### src/rtl/gp_prefix_add_pipe_21.sv
// Three-stage valid/ready 21-bit prefix adder: S1 forms bit p/g, S2 latches the
// group-PG network output, S3 applies carry-in and registers sum/cout/ovf.

module GP_Gen_1_21 (
    input  logic [21:1] i_p,
    input  logic [21:1] i_g,
    output logic [21:1] o_P,
    output logic [21:1] o_G
);
    // Kogge-Stone: after level l, bit i covers the span [i : max(1, i-2^(l+1)+1)].
    logic [21:1] w_gg, w_pp, w_ng, w_np;

    always_comb begin
        w_gg = i_g;
        w_pp = i_p;
        w_ng = '0;
        w_np = '0;
        for (int l = 0; l < 5; l++) begin
            w_ng = w_gg;
            w_np = w_pp;
            for (int i = 1; i <= 21; i++) begin
                if (i > (1 << l)) begin
                    w_ng[i] = w_gg[i] | (w_pp[i] & w_gg[i - (1 << l)]);
                    w_np[i] = w_pp[i] & w_pp[i - (1 << l)];
                end
            end
            w_gg = w_ng;
            w_pp = w_np;
        end
        o_G = w_gg;
        o_P = w_pp;
    end
endmodule

module gp_prefix_add_pipe_21 #(
    parameter int WIDTH = 21
) (
    input  logic             clk,
    input  logic             rst_n,
    input  logic             flush,
    input  logic             in_valid,
    output logic             in_ready,
    input  logic [WIDTH:1]   in_a,
    input  logic [WIDTH:1]   in_b,
    input  logic             in_cin,
    output logic             out_valid,
    input  logic             out_ready,
    output logic [WIDTH:1]   out_sum,
    output logic             out_cout,
    output logic             out_ovf,
    output logic             busy
);
    logic             r_v1, r_v2, r_v3;
    logic             w_rdy1, w_rdy2, w_rdy3;

    logic [WIDTH:1]   r1_p, r1_g;
    logic             r1_cin, r1_as, r1_bs;

    logic [WIDTH:1]   w_P, w_G;
    logic [WIDTH:1]   r2_P, r2_G, r2_p;
    logic             r2_cin, r2_as, r2_bs;

    logic [WIDTH:0]   w_c;
    logic [WIDTH:1]   w_sum;
    logic [WIDTH:1]   r3_sum;
    logic             r3_cout, r3_ovf;

    assign w_rdy3   = !r_v3 | out_ready;
    assign w_rdy2   = !r_v2 | w_rdy3;
    assign w_rdy1   = !r_v1 | w_rdy2;
    // Flush empties every stage, so the block can always take the (dropped) beat.
    assign in_ready = w_rdy1 | flush;

    always_ff @(posedge clk or negedge rst_n) begin
        if (!rst_n) begin
            r_v1 <= 1'b0;
            r_v2 <= 1'b0;
            r_v3 <= 1'b0;
        end else if (flush) begin
            r_v1 <= 1'b0;
            r_v2 <= 1'b0;
            r_v3 <= 1'b0;
        end else begin
            if (w_rdy1) r_v1 <= in_valid;
            if (w_rdy2) r_v2 <= r_v1;
            if (w_rdy3) r_v3 <= r_v2;
        end
    end

    always_ff @(posedge clk) begin
        if (w_rdy1) begin
            r1_p   <= in_a ^ in_b;
            r1_g   <= in_a & in_b;
            r1_cin <= in_cin;
            r1_as  <= in_a[WIDTH];
            r1_bs  <= in_b[WIDTH];
        end
    end

    GP_Gen_1_21 u_net (
        .i_p (r1_p),
        .i_g (r1_g),
        .o_P (w_P),
        .o_G (w_G)
    );

    always_ff @(posedge clk) begin
        if (w_rdy2) begin
            r2_P   <= w_P;
            r2_G   <= w_G;
            r2_p   <= r1_p;
            r2_cin <= r1_cin;
            r2_as  <= r1_as;
            r2_bs  <= r1_bs;
        end
    end

    always_comb begin
        w_c    = '0;
        w_c[0] = r2_cin;
        for (int i = 1; i <= WIDTH; i++)
            w_c[i] = r2_G[i] | (r2_P[i] & r2_cin);
        w_sum = r2_p ^ w_c[WIDTH-1:0];
    end

    always_ff @(posedge clk) begin
        if (w_rdy3) begin
            r3_sum  <= w_sum;
            r3_cout <= w_c[WIDTH];
            r3_ovf  <= (r2_as == r2_bs) && (w_sum[WIDTH] != r2_as);
        end
    end

    assign out_valid = r_v3;
    assign out_sum   = r3_sum;
    assign out_cout  = r3_cout;
    assign out_ovf   = r3_ovf;
    assign busy      = r_v1 | r_v2 | r_v3;
endmodule

### config.mk
export PLATFORM = sky130hd
export DESIGN_NAME = gp_prefix_add_pipe_21
export DESIGN_NICKNAME = d
export VERILOG_FILES = /design/src/rtl/gp_prefix_add_pipe_21.sv
export SDC_FILE = /design/constraint.sdc
export NUM_CORES = 1
export LEC_CHECK = 0
export BUFFER_PORTS_ARGS = -buffer_cell sky130_fd_sc_hd__buf_4
export CORE_ASPECT_RATIO = 0.8
export CORE_MARGIN = 5
export CORE_UTILIZATION = 25
export DETAILED_ROUTE_END_ITERATION = 12
export HOLD_SLACK_MARGIN = 0.1
export PLACE_DENSITY = 0.47
export SYNTH_ARGS = -nofsm -noshare
export SYNTH_HDL_FRONTEND = slang
export SYNTH_HIERARCHICAL = 1
export SYNTH_SLANG_ARGS = --single-unit
### constraint.sdc
create_clock -name clk -period 3.9 [get_ports clk]
set_clock_uncertainty 0.05 [all_clocks]
set_input_delay 0 -clock clk [delete_from_list [all_inputs] [get_ports clk]]
set_output_delay 0 -clock clk [all_outputs]
set_load 0.02 [all_outputs]
==> Flow_metrics.wiki <==
{| class="wikitable"
! Metric !! Value
|-
| FF-to-FF setup slack || 1.50 ns
|-
| Power density normalized to cell area || 523 nW/µm²
|-
| Data arrival, critical path || 2.41 ns
|-
| Vias post-DR || 3,179
|-
| Main synth FF type || sky130_fd_sc_hd__edfxtp_1
|-
| Clk Latency, worst-skew pair || 0.41 ns
|-
| Worst Setup Path Type || register to primary output
|-
| Routed WL || 11.0 mm
|-
| Starting utilization of the core area || 25.3%
|-
| Violation count after the first detailed-route iteration || 197
|-
| Maximum root-to-sink buffer count || 2
|-
| Largest stage delay, worst path || 0.64 ns
|-
| Die Outline Area || 24,800 µm²
|-
| Mean routed wirelength per cell || 14.2 µm
|-
| Asr flop ratio synth || 2.19%
|-
| Post-synth EDFFs || 134
|-
| Net switching power figure || 0.000882 W
|-
| Switching power share of the total || 22.2%
|-
| Internal power || 0.00309 W
|-
| DRC violations left || 0
|-
| Footprint of the multi-input gates || 1260 µm²
|-
| Wire length of the first global-routing pass || 17.9 mm
|-
| Row count || 48
|-
| Area of the mapped netlist || 5430 µm²
|-
| Total half-perimeter wirelength after legalization and detailed placement || 7.63 mm
|-
| Clk sinks || 137
|-
| Area growth from synthesis to layout || 39.9%
|-
| CTS tree || yes
|-
| Unrepaired setup endpoints after global routing || no
|-
| Yosys synthesis warning count || 6
|-
| Number of antenna cells inserted || 0
|-
| First-pass iteration count of the detailed router || 4
|-
| Clock root cell || sky130_fd_sc_hd__clkbuf_16
|-
| Width of the chip || 175 µm
|-
| Count of mapped cells out of synthesis || 331
|-
| GRT Residual Overflow || 0
|-
| Clk pin slew, worst setup/hold paths || 0.06 ns
|-
| PortBufs || 73
|-
| Number of flip-flops and latches in the synthesized netlist || 137
|-
| CTS H-Tree Depth || 4
|-
| Part of the cycle the worst path needs || 63.2%
|-
| Final-stage net count || 557
|-
| Cells along the critical path || and3b_2 -> nand2_2 -> or2_2 -> buf_4
|-
| Layout filler cell count || 2,084
|-
| Nature of the critical path endpoint || primary output
|-
| RD Place Congestion || 0.741
|-
| Maximum net fanout on the critical path || 47
|-
| Slowest library cell on the worst path || sky130_fd_sc_hd__nand2_2
|-
| Run status || completed
|-
| Via count of the first global-routing pass || 3,309
|-
| Pin count of the biggest net entering global routing || 48
|-
| Number of buffers created by CTS || 17
|-
| Sequential power share || 47.5%
|-
| Vertical die dimension || 142 µm
|-
| Type of element launching the critical path || register
|-
| Max Cap Viol || 0
|-
| CP bufs+invs || 1
|-
| Sequential cell area || 4100 µm²
|-
| Clock network fraction of design power || 41.3%
|-
| Relative max-transition margin || 23.8%
|-
| Classification of the worst-slack hold path || input pin to register
|-
| Number of placed I/O pins || 74
|-
| Global-route usage over all layers || 9.44%
|-
| Static leakage || 3.15 nW
|-
| Worst path top cell family by delay || simple AND/OR/NAND/NOR gates
|-
| Number of routed nets with antenna violations || 0
|-
| Number of antenna violations at the first check in global routing || 0
|-
| IR Drop Worst-Case VDD || 267 µV
|-
| Final Critical Period || 2.46 ns
|-
| CP required || 3.85 ns
|-
| Endpoints failing hold || 0
|-
| Worst slack on hold paths || 0.269 ns
|-
| Mapped Nets || 400
|-
| Share of layout cells above drive strength 1 || 23.2%
|-
| Combinational share of power || 11.1%
|-
| Most common cell after layout, fill and taps aside || sky130_fd_sc_hd__edfxtp_1
|-
| Mean post-synth cell area || 16.4 µm²
|-
| Final setup violation count || 0
|-
| Top library cells by usage in the layout, fill and taps aside || sky130_fd_sc_hd__edfxtp_1 (134), sky130_fd_sc_hd__buf_4 (74), sky130_fd_sc_hd__dlygate4sd3_1 (68), sky130_fd_sc_hd__a21oi_1 (33), sky130_fd_sc_hd__ha_1 (21)
|-
| Worst-margin pin slew || 1.14 ns
|-
| Total Neg Setup Slack || 0 ns
|-
| Via density per instance || 4.10
|-
| Sequential-to-total area share from yosys stat || 75.4%
|-
| Maximum clock rate || 0.406 GHz
|-
| Number of unique standard cell types used by synthesis || 43
|-
| Total core area || 21,500 µm²
|-
| Fin. max-slew vios || 0
|}
## area by class of cell
class / count / area share (%)
multi-input cells: 176 / 16.6
well taps: 275 / 4.53
repair buffers: 142 / 16.3
flip-flops and latches: 137 / 53.9
clock inverters: 14 / 2.35
clock buffers: 18 / 5.65
inverters: 14 / 0.692
## cell families (layout without fill, tap and decap cells)
group	count (synthesis)	after routing	synth area share, %
AND/OR/NAND/NOR	61	61	6.45
multiplexers	1	1	0.184
flip-flops	137	137	75.4
AO/OA/AOI/OAI	72	72	8.13
XOR/XNOR	21	21	3.52
adder cells (fa/ha/maj)	21	21	4.84
buffers and inverters	18	188	1.43
## power groups by stage
stage                     logic [W]  clock network [W]  registers [W]
after floorplan            0.000140                  0        0.00196
after global placement     0.000382                  0        0.00192
after detailed placement   0.000385                  0        0.00192
after CTS                  0.000452            0.00169        0.00189
after global routing       0.000485            0.00176        0.00191
final                      0.000442            0.00164        0.00189
## what timing repair did
action / 4_1_cts / 5_1_grt
resized for setup: 0 / 0
setup buffers: 0 / 0
hold buffers: 68 / 0
hold endpoints to repair: 51 / 0
## cell usage after synthesis (5+ instances only)
| master | instances | area share, % |
|---|---|---|
| sky130_fd_sc_hd__a21oi_1 | 33 | 3.0 |
| sky130_fd_sc_hd__nand3_1 | 5 | 0.46 |
| sky130_fd_sc_hd__nand2_1 | 11 | 0.76 |
| sky130_fd_sc_hd__edfxtp_1 | 134 | 74 |
| sky130_fd_sc_hd__nand4_1 | 6 | 0.69 |
| sky130_fd_sc_hd__and3_1 | 8 | 0.92 |
| sky130_fd_sc_hd__a21o_1 | 15 | 2.1 |
| sky130_fd_sc_hd__nor2_1 | 10 | 0.69 |
| sky130_fd_sc_hd__inv_1 | 14 | 0.97 |
| sky130_fd_sc_hd__o21ai_0 | 8 | 0.74 |
| sky130_fd_sc_hd__xnor2_1 | 19 | 3.1 |
| sky130_fd_sc_hd__ha_1 | 21 | 4.8 |
## final timing paths
path,end,depth (start not counted),start
hold / removal,r_v2$_DFFE_PN0P_,3,flush
setup / recovery,in_ready,4,out_valid$_DFFE_PN0P_
setup reg to reg,r_v1$_DFFE_PN0P_,4,r_v2$_DFFE_PN0P_
hold reg to reg,r2_cin$_DFFE_PP_,0,r1_cin$_DFFE_PP_
min in group asynchronous,r_v2$_DFFE_PN0P_,3,rst_n
max in group asynchronous,out_valid$_DFFE_PN0P_,3,rst_n
## state kept, by name, indices dropped and copies added (netlist names)
name,cells
out_ovf,1
r1_p,21
r_v2,1
out_cout,1
r_v1,1
out_valid,1
out_sum,21
r1_as,1
r2_G,21
r2_bs,1
r1_g,21
r2_p,21
r2_P,21
r1_bs,1
r2_as,1
r2_cin,1
r1_cin,1
## worst min-delay path: cells and delay by family
family        cells  cell delay, ns
buf+inv           2            0.66
simple gates      1            0.04
## layer usage
| metal | global-route usage [%] | vias to the layer above | wire length [µm] |
|---|---|---|---|
| met5 | 0 | - | 0 |
| met2 | 13.0 | 74 | 4660 |
| li1 | - | 1591 | - |
| met3 | 2.85 | 8 | 503 |
| met4 | 3.60 | 0 | 111 |
| met1 | 13.9 | 1506 | 5760 |
## stage by stage
step | worst slack (ns) | std cells | cell area [µm²] | util, % | power, W
after floorplan | 1.45 | 331 | 5430 | - | 0.00210
after global placement | 1.83 | 676 | 6310 | 29.3 | 0.00230
after detailed placement | 1.75 | 676 | 6310 | 29.3 | 0.00231
after CTS | 1.36 | 776 | 7600 | 35.3 | 0.00403
after global routing | 1.26 | 776 | 7600 | 35.3 | 0.00416
final | 1.44 | 776 | 7600 | 35.3 | 0.00397
(Power assumes the default switching activity.)
